`src/rtl/pipe_hazard_ctrl_pkg.sv`:
```
// Shared types and constants for the pipeline hazard controller.
// Holds the SRAM handshake states and forward-select encodings.
package pipe_hazard_ctrl_pkg;

    localparam int REG_W = 4;

    typedef enum logic [1:0] {
        IDLE = 2'd0,
        WAIT = 2'd1,
        DONE = 2'd2
    } sram_st_e;

    localparam logic [1:0] FWD_REG = 2'd0;
    localparam logic [1:0] FWD_EXE = 2'd1;
    localparam logic [1:0] FWD_WB  = 2'd2;

endpackage

```
`src/rtl/pipe_hazard_ctrl_if.sv`:
```
// Control bundle between the pipeline and the hazard controller.
// master = pipeline side, slave = hazard controller.
interface pipe_hazard_ctrl_if #(
    parameter int CNT_W = 32
);
    import pipe_hazard_ctrl_pkg::*;

    logic [REG_W-1:0] id_Rn;
    logic [REG_W-1:0] id_Rm;
    logic             id_two_src;
    logic             id_use_Rn;
    logic [REG_W-1:0] exe_Dest;
    logic             exe_WB_EN;
    logic             exe_MEM_R_EN;
    logic [REG_W-1:0] mem_Dest;
    logic             mem_WB_EN;
    logic             exe_B;
    logic             mem_R_EN;
    logic             mem_W_EN;
    logic             sram_ready;
    logic             sram_req;
    logic             hazard_freeze;
    logic             mem_freeze;
    logic             flush;
    logic [1:0]       sel_src1;
    logic [1:0]       sel_src2;
    logic             mem_timeout;
    logic [CNT_W-1:0] stall_cnt;

    modport master (
        output id_Rn, id_Rm, id_two_src, id_use_Rn,
        output exe_Dest, exe_WB_EN, exe_MEM_R_EN,
        output mem_Dest, mem_WB_EN, exe_B,
        output mem_R_EN, mem_W_EN, sram_ready,
        input  sram_req, hazard_freeze, mem_freeze, flush,
        input  sel_src1, sel_src2, mem_timeout, stall_cnt
    );

    modport slave (
        input  id_Rn, id_Rm, id_two_src, id_use_Rn,
        input  exe_Dest, exe_WB_EN, exe_MEM_R_EN,
        input  mem_Dest, mem_WB_EN, exe_B,
        input  mem_R_EN, mem_W_EN, sram_ready,
        output sram_req, hazard_freeze, mem_freeze, flush,
        output sel_src1, sel_src2, mem_timeout, stall_cnt
    );

endinterface

```
`src/rtl/pipe_hazard_ctrl_sram_handshake_fsm.sv`:
```
// SRAM req/ready handshake: holds the pipeline while an access is pending.
// Flags a sticky timeout if ready does not arrive in MEM_TIMEOUT wait cycles.
module sram_handshake_fsm
    import pipe_hazard_ctrl_pkg::*;
#(
    parameter int MEM_TIMEOUT = 16
) (
    input  logic i_clk,
    input  logic i_rst,
    input  logic i_req,
    input  logic i_ready,
    output logic o_sram_req,
    output logic o_mem_freeze,
    output logic o_timeout
);

    localparam int CW = $clog2(MEM_TIMEOUT) + 1;
    localparam logic [CW-1:0] CMAX = CW'(MEM_TIMEOUT - 1);

    sram_st_e      r_state;
    logic [CW-1:0] r_cnt;
    logic          r_req;
    logic          r_to;

    // Freeze starts in the request cycle itself, before WAIT is entered.
    assign o_mem_freeze = (r_state == WAIT) | ((r_state == IDLE) & i_req);
    assign o_sram_req   = r_req;
    assign o_timeout    = r_to;

    // State, wait counter, request strobe and sticky timeout.
    always_ff @(posedge i_clk or posedge i_rst) begin
        if (i_rst) begin
            r_state <= IDLE;
            r_cnt   <= '0;
            r_req   <= 1'b0;
            r_to    <= 1'b0;
        end else begin
            unique case (r_state)
                IDLE: begin
                    if (i_req) begin
                        r_state <= WAIT;
                        r_req   <= 1'b1;
                        r_cnt   <= '0;
                    end
                end
                WAIT: begin
                    if (i_ready) begin
                        r_state <= DONE;
                        r_req   <= 1'b0;
                    end else if (r_cnt == CMAX) begin
                        r_to <= 1'b1;
                    end else begin
                        r_cnt <= r_cnt + 1'b1;
                    end
                end
                DONE: begin
                    r_state <= IDLE;
                    r_cnt   <= '0;
                    r_req   <= 1'b0;
                end
                default: begin
                    r_state <= IDLE;
                    r_req   <= 1'b0;
                end
            endcase
        end
    end

endmodule

```
`src/rtl/pipe_hazard_ctrl.sv`:
```
// Pipeline hazard controller: RAW stall, branch flush, SRAM freeze.
// Build option FORWARDING_EN: stall only on load-use and drive forward selects.
module pipe_hazard_ctrl
    import pipe_hazard_ctrl_pkg::*;
#(
    parameter int MEM_TIMEOUT = 16,
    parameter int CNT_W       = 32
) (
    input  logic               clk,
    input  logic               rst,
    pipe_hazard_ctrl_if.slave  bus
);

    logic             w_rn_hit_exe;
    logic             w_rm_hit_exe;
    logic             w_rn_hit_mem;
    logic             w_rm_hit_mem;
    logic             w_raw_stall;
    logic             w_mem_freeze;
    logic             w_flush;
    logic             w_hazard_freeze;
    logic [CNT_W-1:0] r_stall_cnt;

    assign w_rn_hit_exe = bus.id_use_Rn & bus.exe_WB_EN & (bus.id_Rn == bus.exe_Dest);
    assign w_rm_hit_exe = bus.id_two_src & bus.exe_WB_EN & (bus.id_Rm == bus.exe_Dest);
    assign w_rn_hit_mem = bus.id_use_Rn & bus.mem_WB_EN & (bus.id_Rn == bus.mem_Dest);
    assign w_rm_hit_mem = bus.id_two_src & bus.mem_WB_EN & (bus.id_Rm == bus.mem_Dest);

`ifdef FORWARDING_EN
    assign w_raw_stall = bus.exe_MEM_R_EN & (w_rn_hit_exe | w_rm_hit_exe);
    // Hit terms already include the read flags, so unread sources stay FWD_REG.
    assign bus.sel_src1 = w_rn_hit_exe ? FWD_EXE :
                          w_rn_hit_mem ? FWD_WB  : FWD_REG;
    assign bus.sel_src2 = w_rm_hit_exe ? FWD_EXE :
                          w_rm_hit_mem ? FWD_WB  : FWD_REG;
`else
    logic w_unused_ld;
    assign w_unused_ld = bus.exe_MEM_R_EN;
    assign w_raw_stall = w_rn_hit_exe | w_rm_hit_exe | w_rn_hit_mem | w_rm_hit_mem;
    assign bus.sel_src1 = FWD_REG;
    assign bus.sel_src2 = FWD_REG;
`endif

    sram_handshake_fsm #(
        .MEM_TIMEOUT (MEM_TIMEOUT)
    ) u_fsm (
        .i_clk        (clk),
        .i_rst        (rst),
        .i_req        (bus.mem_R_EN | bus.mem_W_EN),
        .i_ready      (bus.sram_ready),
        .o_sram_req   (bus.sram_req),
        .o_mem_freeze (w_mem_freeze),
        .o_timeout    (bus.mem_timeout)
    );

    // A frozen branch stays in EXE; its flush waits for the freeze to lift.
    assign w_flush         = bus.exe_B & ~w_mem_freeze;
    assign w_hazard_freeze = w_raw_stall & ~w_flush & ~w_mem_freeze;

    assign bus.mem_freeze    = w_mem_freeze;
    assign bus.flush         = w_flush;
    assign bus.hazard_freeze = w_hazard_freeze;
    assign bus.stall_cnt     = r_stall_cnt;

    // Count every cycle in which any part of the pipeline is held.
    always_ff @(posedge clk or posedge rst) begin
        if (rst) begin
            r_stall_cnt <= '0;
        end else if (w_hazard_freeze | w_mem_freeze) begin
            r_stall_cnt <= r_stall_cnt + 1'b1;
        end
    end

endmodule

```
`src/flat_wrapper.sv`:
```
// flat-port wrapper written by rule: the top's interface ports become plain ports
module pipe_hazard_ctrl_flat import pipe_hazard_ctrl_pkg::*;
#(
    parameter int MEM_TIMEOUT = 16,
    parameter int CNT_W       = 32
)
  (clk, rst, bus_id_Rn, bus_id_Rm, bus_id_two_src, bus_id_use_Rn, bus_exe_Dest, bus_exe_WB_EN, bus_exe_MEM_R_EN, bus_mem_Dest, bus_mem_WB_EN, bus_exe_B, bus_mem_R_EN, bus_mem_W_EN, bus_sram_ready, bus_sram_req, bus_hazard_freeze, bus_mem_freeze, bus_flush, bus_sel_src1, bus_sel_src2, bus_mem_timeout, bus_stall_cnt);
  pipe_hazard_ctrl_if #(.CNT_W(CNT_W)) bus_i ();
  input  logic clk;
  input  logic rst;
  input wire logic [$bits(bus_i.id_Rn)-1:0] bus_id_Rn;
  input wire logic [$bits(bus_i.id_Rm)-1:0] bus_id_Rm;
  input wire logic [$bits(bus_i.id_two_src)-1:0] bus_id_two_src;
  input wire logic [$bits(bus_i.id_use_Rn)-1:0] bus_id_use_Rn;
  input wire logic [$bits(bus_i.exe_Dest)-1:0] bus_exe_Dest;
  input wire logic [$bits(bus_i.exe_WB_EN)-1:0] bus_exe_WB_EN;
  input wire logic [$bits(bus_i.exe_MEM_R_EN)-1:0] bus_exe_MEM_R_EN;
  input wire logic [$bits(bus_i.mem_Dest)-1:0] bus_mem_Dest;
  input wire logic [$bits(bus_i.mem_WB_EN)-1:0] bus_mem_WB_EN;
  input wire logic [$bits(bus_i.exe_B)-1:0] bus_exe_B;
  input wire logic [$bits(bus_i.mem_R_EN)-1:0] bus_mem_R_EN;
  input wire logic [$bits(bus_i.mem_W_EN)-1:0] bus_mem_W_EN;
  input wire logic [$bits(bus_i.sram_ready)-1:0] bus_sram_ready;
  output wire logic [$bits(bus_i.sram_req)-1:0] bus_sram_req;
  output wire logic [$bits(bus_i.hazard_freeze)-1:0] bus_hazard_freeze;
  output wire logic [$bits(bus_i.mem_freeze)-1:0] bus_mem_freeze;
  output wire logic [$bits(bus_i.flush)-1:0] bus_flush;
  output wire logic [$bits(bus_i.sel_src1)-1:0] bus_sel_src1;
  output wire logic [$bits(bus_i.sel_src2)-1:0] bus_sel_src2;
  output wire logic [$bits(bus_i.mem_timeout)-1:0] bus_mem_timeout;
  output wire logic [$bits(bus_i.stall_cnt)-1:0] bus_stall_cnt;
  assign bus_i.id_Rn = bus_id_Rn;
  assign bus_i.id_Rm = bus_id_Rm;
  assign bus_i.id_two_src = bus_id_two_src;
  assign bus_i.id_use_Rn = bus_id_use_Rn;
  assign bus_i.exe_Dest = bus_exe_Dest;
  assign bus_i.exe_WB_EN = bus_exe_WB_EN;
  assign bus_i.exe_MEM_R_EN = bus_exe_MEM_R_EN;
  assign bus_i.mem_Dest = bus_mem_Dest;
  assign bus_i.mem_WB_EN = bus_mem_WB_EN;
  assign bus_i.exe_B = bus_exe_B;
  assign bus_i.mem_R_EN = bus_mem_R_EN;
  assign bus_i.mem_W_EN = bus_mem_W_EN;
  assign bus_i.sram_ready = bus_sram_ready;
  assign bus_sram_req = bus_i.sram_req;
  assign bus_hazard_freeze = bus_i.hazard_freeze;
  assign bus_mem_freeze = bus_i.mem_freeze;
  assign bus_flush = bus_i.flush;
  assign bus_sel_src1 = bus_i.sel_src1;
  assign bus_sel_src2 = bus_i.sel_src2;
  assign bus_mem_timeout = bus_i.mem_timeout;
  assign bus_stall_cnt = bus_i.stall_cnt;
  pipe_hazard_ctrl #(.MEM_TIMEOUT(MEM_TIMEOUT), .CNT_W(CNT_W)) u_core (.clk(clk), .rst(rst), .bus(bus_i));
endmodule
```
`config.mk`:
```
export PLATFORM = sky130hd
export DESIGN_NAME = pipe_hazard_ctrl_flat
export DESIGN_NICKNAME = d
export VERILOG_FILES = /design/src/rtl/pipe_hazard_ctrl_pkg.sv /design/src/rtl/pipe_hazard_ctrl_if.sv /design/src/rtl/pipe_hazard_ctrl_sram_handshake_fsm.sv /design/src/rtl/pipe_hazard_ctrl.sv /design/src/flat_wrapper.sv
export SDC_FILE = /design/constraint.sdc
export NUM_CORES = 1
export LEC_CHECK = 0
export BUFFER_PORTS_ARGS = -buffer_cell sky130_fd_sc_hd__buf_2
export CORE_ASPECT_RATIO = 1.4
export CORE_MARGIN = 4
export CORE_UTILIZATION = 47
export DETAILED_ROUTE_END_ITERATION = 8
export HOLD_SLACK_MARGIN = 0.1
export PLACE_DENSITY = 0.86
export SYNTH_ARGS = -nofsm -noshare
export SYNTH_HDL_FRONTEND = slang
export SYNTH_SLANG_ARGS = --single-unit
export TNS_END_PERCENT = 20
```
`constraint.sdc`:
```
create_clock -name clk -period 1.9 [get_ports clk]
set_input_delay 0.19 -clock clk [delete_from_list [all_inputs] [get_ports clk]]
set_output_delay 0.19 -clock clk [all_outputs]
set_load 0.01 [all_outputs]
```
==> results of run 1 <==
-- how the worst min path moves through the flow --
stage | startpoint | end | slack (ns) | depth (start not counted)
6_report | bus_sram_ready | u_core.u_fsm.r_state[0]$_DFFE_PP0P_ | 0.18 | 2
2_1_floorplan | bus_sram_ready | u_core.u_fsm.r_state[0]$_DFFE_PP0P_ | 0.28 | 1
3_3_place_gp | rst | u_core.u_fsm.r_cnt[2]$_DFFE_PP0P_ | 0.34 | 3
5_1_grt | bus_sram_ready | u_core.u_fsm.r_state[1]$_DFFE_PP0P_ | 0.20 | 3
4_1_cts | bus_sram_ready | u_core.u_fsm.r_state[1]$_DFFE_PP0P_ | 0.17 | 3
3_5_place_dp | rst | u_core.u_fsm.r_cnt[4]$_DFFE_PP0P_ | 0.34 | 3
-- registers in the layout, indices dropped and copies added (netlist names) --
| register | flops |
|---|---|
| u_core.u_fsm.r_state | 2 |
| u_core.u_fsm.r_cnt | 5 |
| u_core.bus.stall_cnt | 32 |
| u_core.u_fsm.o_timeout | 1 |
-- per-layer routing --
metal	up-vias	share of wire, %	wire length (µm)	track usage [%]
li1	1026	-	-	-
met1	1072	35	2384	22.13
met2	98	55	3683	36.73
met3	16	7.5	504	6.130
met4	0	2.6	174	9.106
met5	-	0	0	0
-- cell families after synthesis --
family                     count (synthesis)
and+or+nand+nor                           74
other                                      1
muxes                                      1
adders and majority gates                  3
DFF                                       40
buffers and inverters                     27
AOI/OAI and AO/OA                         46
xor gates and xnor gates                  41
-- cell usage in the layout, fill, tap and decap left out, types with 2 or more instances in the layout --
cell       instances
nor3_2             2
o22ai_1            2
a21oi_1           16
nor2_1             7
o211ai_1           2
a211oi_1           4
a2111oi_2          2
inv_1             13
xor2_1            37
and4_1             2
o21ai_0            4
buf_12             3
conb_1             4
a2111oi_4          8
xnor2_1            4
and3_1             4
nand4_1            7
buf_2             62
dfrtp_1           40
nand2_1           20
nor2_2             2
buf_4             40
and3_4             3
clkbuf_8           5
nand3_1           12
a222oi_1           2
nor3_1             6
-- metrics by stage --
| stage | TNS, ns | instances | utilization [%] | cell area (µm²) |
|---|---|---|---|---|
| after CTS | -0.02497 | 391 | 64.15 | 3154 |
| after global routing | -0.3783 | 398 | 66.44 | 3267 |
| after floorplan | -0.1152 | 236 | - | 2454 |
| after detailed placement | -1.797 | 383 | 61.40 | 3019 |
| after global placement | -0.1444 | 383 | 61.40 | 3019 |
| final | -0.03969 | 398 | 66.44 | 3267 |
-- cell type report --
type	count	area [µm²]
Sequential cell	40	1001
Tap cell	64	80.08
Clock buffer	5	68.82
Multi-Input combinational cell	170	1388
Timing Repair Buffer	106	680.7
Inverter	13	48.80
Fill cell	384	1650
-- timing repair --
| action | 4_1_cts | 5_1_grt |
|---|---|---|
| hold buffers | 1 | 0 |
| resized for setup | 5 | 8 |
| hold endpoints to repair | 40 | 0 |
| setup buffers | 2 | 6 |
| endpoints found under the setup margin | 5 | 10 |
| pin swaps | 2 | 9 |
| cloned | 0 | 1 |
-- power breakdown --
group / total (W) / internal, W / switching [W]
Clock: 0.000513 / 0.000237 / 0.000276
Combinational: 0.00156 / 0.000686 / 0.000873
Sequential: 0.00131 / 0.00107 / 0.000238
==> reports/qor.yml, run 1 <==
synthesis:
  synth-main-ff-cell: "dfrtp_1"
  synthAdderAreaFrac_pct: 1.542
  synth_largest_area_cell: "dfrtp_1"
  synthTopCellsByCount: "40 x dfrtp_1, 37 x xor2_1, 20 x nand2_1"
  muxShareOfSynthArea_pct: 0.4627
  synth_seq_cells: 40
  synth_edf_count: 0
  synth_compound_area_share_pct: 19.28
  synth_top_family_by_area: "compound AO/OA/AOI/OAI gates"
  synth_top_area_share_pct: 41.13
  async_flop_share_pct: 100.0
  synthSimpleGateAreaFrac_pct: 16.61
  yosysMostFrequentCell: "dfrtp_1"
  synthesis.area_um2: 2434
  yosys_warnings: 0
  synth_area_leaders: "dfrtp_1 41%, xor2_1 13%, a2111oi_4 7.9%"
  synth.distinct_cells: 41
  synth_xor_area_share_pct: 14.76
  avgSynthCellArea_um2: 10.44
  ys_seq_area_share_pct: 41.13
  synthCells: 233
clock_tree:
  cts-buffers-inserted: 5
  cts_tree: "built"
  cts.clk_slew.worst_paths_ns: 0.07
  insertion_delay_ns: 0.29
  clockBufferDepth: 2
  cts-root-buf: "clkbuf_8"
  htreeDepth: 2
  cts.sinks: 40
grt:
  grt-ovfl-total: 0
  grt_pass1_vias: 2323
  grt_pass1_wl_um: 10250
  grt_max_degree: 41
  antenna_found_initial: 0
  grt_usage_pct: 20.84
power:
  leakagePower_nw: 1.392
  power.total_w: 0.003380
  power.density_nw_per_um2: 1035
  ir_worst_vdd_v: 0.0004866
floorplan:
  core_area_um2: 4917
  fp.dieArea_um2: 6409
  start_util_pct: 49.49
  num_rows: 30
  pin_count: 68
  die_h_um: 93.14
  die_w_um: 68.82
route:
  viasPerCell: 5.558
  vias: 2212
  drtIter0Drc: 94
  remaining_drc_errors: 0
  first_pass_iters: 4
  antenna_left: 0
  totalWireLength_um: 6746
  wl_per_cell_um: 16.95
placed_design:
  port_buffers: 62
  dpl_worst_slack_ns: -0.2005
  dp_hpwl_um: 4519
  gp_congestion: 0.8224
setup_path:
  crit_path_start: "u_core.bus.stall_cnt[15]$_DFFE_PP0P_"
  r2r_start: "u_core.bus.stall_cnt[15]$_DFFE_PP0P_"
  critPathArrivalTime_ns: 2.16
  cpMaxStageDelayCell: "dfrtp_1"
  r2r_cells: 7
  cp_num_buf_inv: 0
  cp.required_ns: 2.12
  cp_cell_sequence: "nand4_2 > nor4_4 > and3_1 > and3_1 > nand2_1 > a2111oi_4 > xor2_1"
  slowest_delay_ns: 0.39
  critPathLaunchType: "register"
  path_depth: 7
  cp-end-kind: "register"
  rrSetupSlack_ns: -0.04
  cp_max_fo: 3
  critPathCapture: "u_core.bus.stall_cnt[31]$_DFFE_PP0P_"
  crit_family: "simple AND/OR/NAND/NOR gates"
  crit_type: "register to register"
  cpMostUsedCell: "and3_1"
  rr_endpoint: "u_core.bus.stall_cnt[31]$_DFFE_PP0P_"
sta:
  worst_pin_slew_ns: 0.5049
  setup_viol: 1
  rsz0062_at_grt: "true"
  holdWs_ns: 0.1832
  final.min_clock_period_ns: 1.940
  slew-limit-headroom_pct: 66.34
  hold_viol: 0
  timing.final.ws_setup_ns: -0.03969
  fin_crit_sh_pct: 102.1
  clock_skew_ns: 0.007019
  report.final.slew_viol_count: 0
  max_freq_mhz: 515.5
finish:
  nets: 366
  n_antenna_cell: 0
  drive_gt1_share_pct: 41.62
  syn_to_final_growth_pct: 34.24
run_status:
  violations: "setup timing"
  status: "complete, but fails checks"
flow_run:
  maxCapViolCount: 0
hold_path:
  hp-class: "input pin to register"
Note: power is estimated with default switching activity, not from simulation.
==> run 2: changes to the inputs <==
- PLACE_DENSITY: 0.86 -> 0.73
==> run 2 against run 1 <==
  * Power grew 1.8%
  * Global-route usage shrank 1.3 points
  * Count of clock-buffer cells in the layout grew 1
  * Cell area grew 1.2%
  * Die area is the same
  * Sequential power is essentially flat
  * Final cell count grew 1.0%
  * Critical path type unchanged
  * Register-to-register slack gained 0.09 ns
  * Clock power grew 6.8%
  * The flow now finishes without violations
  * Combinational power is essentially flat
  * Fmax grew 4.8%
  * Wire length shrank 7.4%
==> reports/qor.yml, run 2 (synthesized netlist as in run 1, its figures left out) <==
setup_path:
  crit_type: "register to register"
  slowest_delay_ns: 0.50  # +0.11 ns
  cpMaxStageDelayCell: "or4b_4"
  rrSetupSlack_ns: 0.05  # +0.09 ns
  r2r_start: "u_core.u_fsm.r_cnt[1]$_DFFE_PP0P_"
  critPathArrivalTime_ns: 2.09  # -0.07 ns
  cp-end-kind: "register"
  cp.required_ns: 2.13  # about the same
  crit_family: "simple AND/OR/NAND/NOR gates"
  r2r_cells: 7  # unchanged
  cp_cell_sequence: "ha_2 > and3_4 > ha_4 > nor3_4 > nor2_2 > or4b_4 > nand2_1"
  critPathLaunchType: "register"
  rr_endpoint: "u_core.u_fsm.r_cnt[2]$_DFFE_PP0P_"
  path_depth: 7  # unchanged
  cp_max_fo: 2  # -1
  cp_num_buf_inv: 0  # unchanged
sta:
  slew-limit-headroom_pct: 65.02  # -1.3 points
  hold_viol: 0  # unchanged
  worst_pin_slew_ns: 0.5246  # +0.01974 ns
  setup_viol: 0  # -1
  report.final.slew_viol_count: 0  # unchanged
  clock_skew_ns: 0.01084  # +0.003819 ns
  max_freq_mhz: 540.2  # +4.8%
  rsz0062_at_grt: "true"
  fin_crit_sh_pct: 97.42  # -4.7 points
  timing.final.ws_setup_ns: 0.04899  # +0.08867 ns
  final.min_clock_period_ns: 1.851  # -0.08867 ns
clock_tree:
  cts.sinks: 40  # unchanged
  cts.clk_slew.worst_paths_ns: 0.08  # about the same
  clockBufferDepth: 2  # unchanged
  cts-root-buf: "clkbuf_8"
  htreeDepth: 2  # unchanged
  insertion_delay_ns: 0.30  # about the same
  cts-buffers-inserted: 5  # unchanged
  cts_tree: "built"
route:
  totalWireLength_um: 6247  # -7.4%
  remaining_drc_errors: 0  # unchanged
  wl_per_cell_um: 15.54  # -8.3%
  first_pass_iters: 4  # unchanged
  drtIter0Drc: 83  # -12%
  viasPerCell: 5.356  # -3.6%
  vias: 2153  # -2.7%
  antenna_left: 0  # unchanged
placed_design:
  port_buffers: 62  # unchanged
  dpl_worst_slack_ns: -0.1373  # +0.06320 ns
  dp_hpwl_um: 4261  # -5.7%
  gp_congestion: 0.8461  # +2.9%
grt:
  grt.met1_usage_pct: 21.40  # -0.73 points
  top_usage_layer: "met2"
  grt_pass1_vias: 2208  # -5.0%
  met3_usage_pct: 4.928  # -1.2 points
  grt_usage_pct: 19.56  # -1.3 points
  grt_max_degree: 41  # unchanged
  antenna_found_initial: 0  # unchanged
  grt_pass1_wl_um: 9646  # -5.9%
  met2_usage_pct: 34.90  # -1.8 points
  grt-ovfl-total: 0  # unchanged
flow_run:
  maxCapViolCount: 0  # unchanged
hold_path:
  hold_start: "bus_sram_ready"
  min_to: "u_core.u_fsm.r_state[1]$_DFFE_PP0P_"
  whs_path_depth: 3  # +1
  hp-class: "input pin to register"
power:
  power.total_w: 0.003441  # +1.8%
  power.density_nw_per_um2: 1041  # +0.62%
  ir_worst_vdd_v: 0.0005109  # +5.0%
  leakagePower_nw: 1.405  # +0.93%
floorplan:
  num_rows: 30  # unchanged
  die_w_um: 68.82  # unchanged
  pin_count: 68  # unchanged
  start_util_pct: 49.49  # unchanged
  die_h_um: 93.14  # unchanged
  core_area_um2: 4917  # unchanged
  fp.dieArea_um2: 6409  # unchanged
finish:
  nFillCells: 409  # +6.5%
  syn_to_final_growth_pct: 35.84
  drive_gt1_share_pct: 40.53  # -1.1 points
  final_common_cell: "buf_2"
  n_antenna_cell: 0  # unchanged
  largest_register_ffs: 32  # unchanged
  nets: 368  # +0.55%
  final_cell_mix: "62 x buf_2, 42 x buf_4, 40 x dfrtp_1"
run_status:
  status: "complete, no violations"
run 2: cell count changes in the layout (fill, tap and decap cells not counted), sizes merged:
cell / change
buf: +1
clkbuf: +2
clkinv: +1
run 2: timing repair:
item	in CTS	in global routing
buffers inserted	1	4
hold endpoints to repair	40	0
gates resized for setup	5	6
pin swaps	4	5
gates cloned	0	2
endpoints found under the setup margin	1	10
hold buffers	1	0
run 2: metrics by stage:
step | hold WS (ns) | util (%) | TNS (ns) | cell area (µm²) | instances
floorplan | 0.2807 | - | -0.1152 | 2454 | 236
global placement | 0.3378 | 62.01 | -0.07161 | 3049 | 387
detailed placement | 0.3422 | 62.01 | -0.5362 | 3049 | 387
CTS | 0.1555 | 64.48 | 0 | 3171 | 396
global route | 0.1880 | 67.23 | -0.09810 | 3306 | 402
finish | 0.1563 | 67.23 | 0 | 3306 | 402
run 2: final cells by class:
class | count | area [µm²] | area share, %
clock buffer | 6 | 72.57 | 2.195
clock inverter | 1 | 5.005 | 0.1514
inverter | 13 | 48.80 | 1.476
multi-input combinational | 170 | 1398 | 42.28
sequential | 40 | 1001 | 30.28
tap | 64 | 80.08 | 2.422
timing repair buffer | 108 | 700.7 | 21.20
run 2: how the worst max path moves through the flow:
stage                                   startpoint  slack [ns]                                    to
2_1_floorplan    u_core.u_fsm.r_cnt[0]$_DFFE_PP0P_       -0.12     u_core.u_fsm.r_cnt[2]$_DFFE_PP0P_
3_3_place_gp     u_core.u_fsm.r_cnt[0]$_DFFE_PP0P_       -0.06     u_core.u_fsm.r_cnt[2]$_DFFE_PP0P_
3_5_place_dp     u_core.u_fsm.r_cnt[0]$_DFFE_PP0P_       -0.14     u_core.u_fsm.r_cnt[2]$_DFFE_PP0P_
4_1_cts          u_core.u_fsm.r_cnt[0]$_DFFE_PP0P_       0.006     u_core.u_fsm.r_cnt[2]$_DFFE_PP0P_
5_1_grt        u_core.bus.stall_cnt[3]$_DFFE_PP0P_       -0.04  u_core.bus.stall_cnt[23]$_DFFE_PP0P_
6_report         u_core.u_fsm.r_cnt[1]$_DFFE_PP0P_        0.05     u_core.u_fsm.r_cnt[2]$_DFFE_PP0P_
run 2: layer usage:
layer	routed length (µm)	share of wire [%]
met5	0	0
met4	136	2.2
met2	3319	53
met1	2420	39
met3	369	5.9
run 2: power breakdown:
group / total (W) / internal [W] / leakage (nW) / switching (W)
Combinational: 0.00159 / 0.000719 / 0.914 / 0.000874
Clock: 0.000548 / 0.000250 / 0.0410 / 0.000298
Sequential: 0.00130 / 0.00107 / 0.449 / 0.000232
Total: 0.00344 / 0.00204 / 1.40 / 0.00140
run 2: worst min-delay path: stages:
cell and delay (ns):
buf_2 0.14, inv_1 0.05, nor2_1 0.04
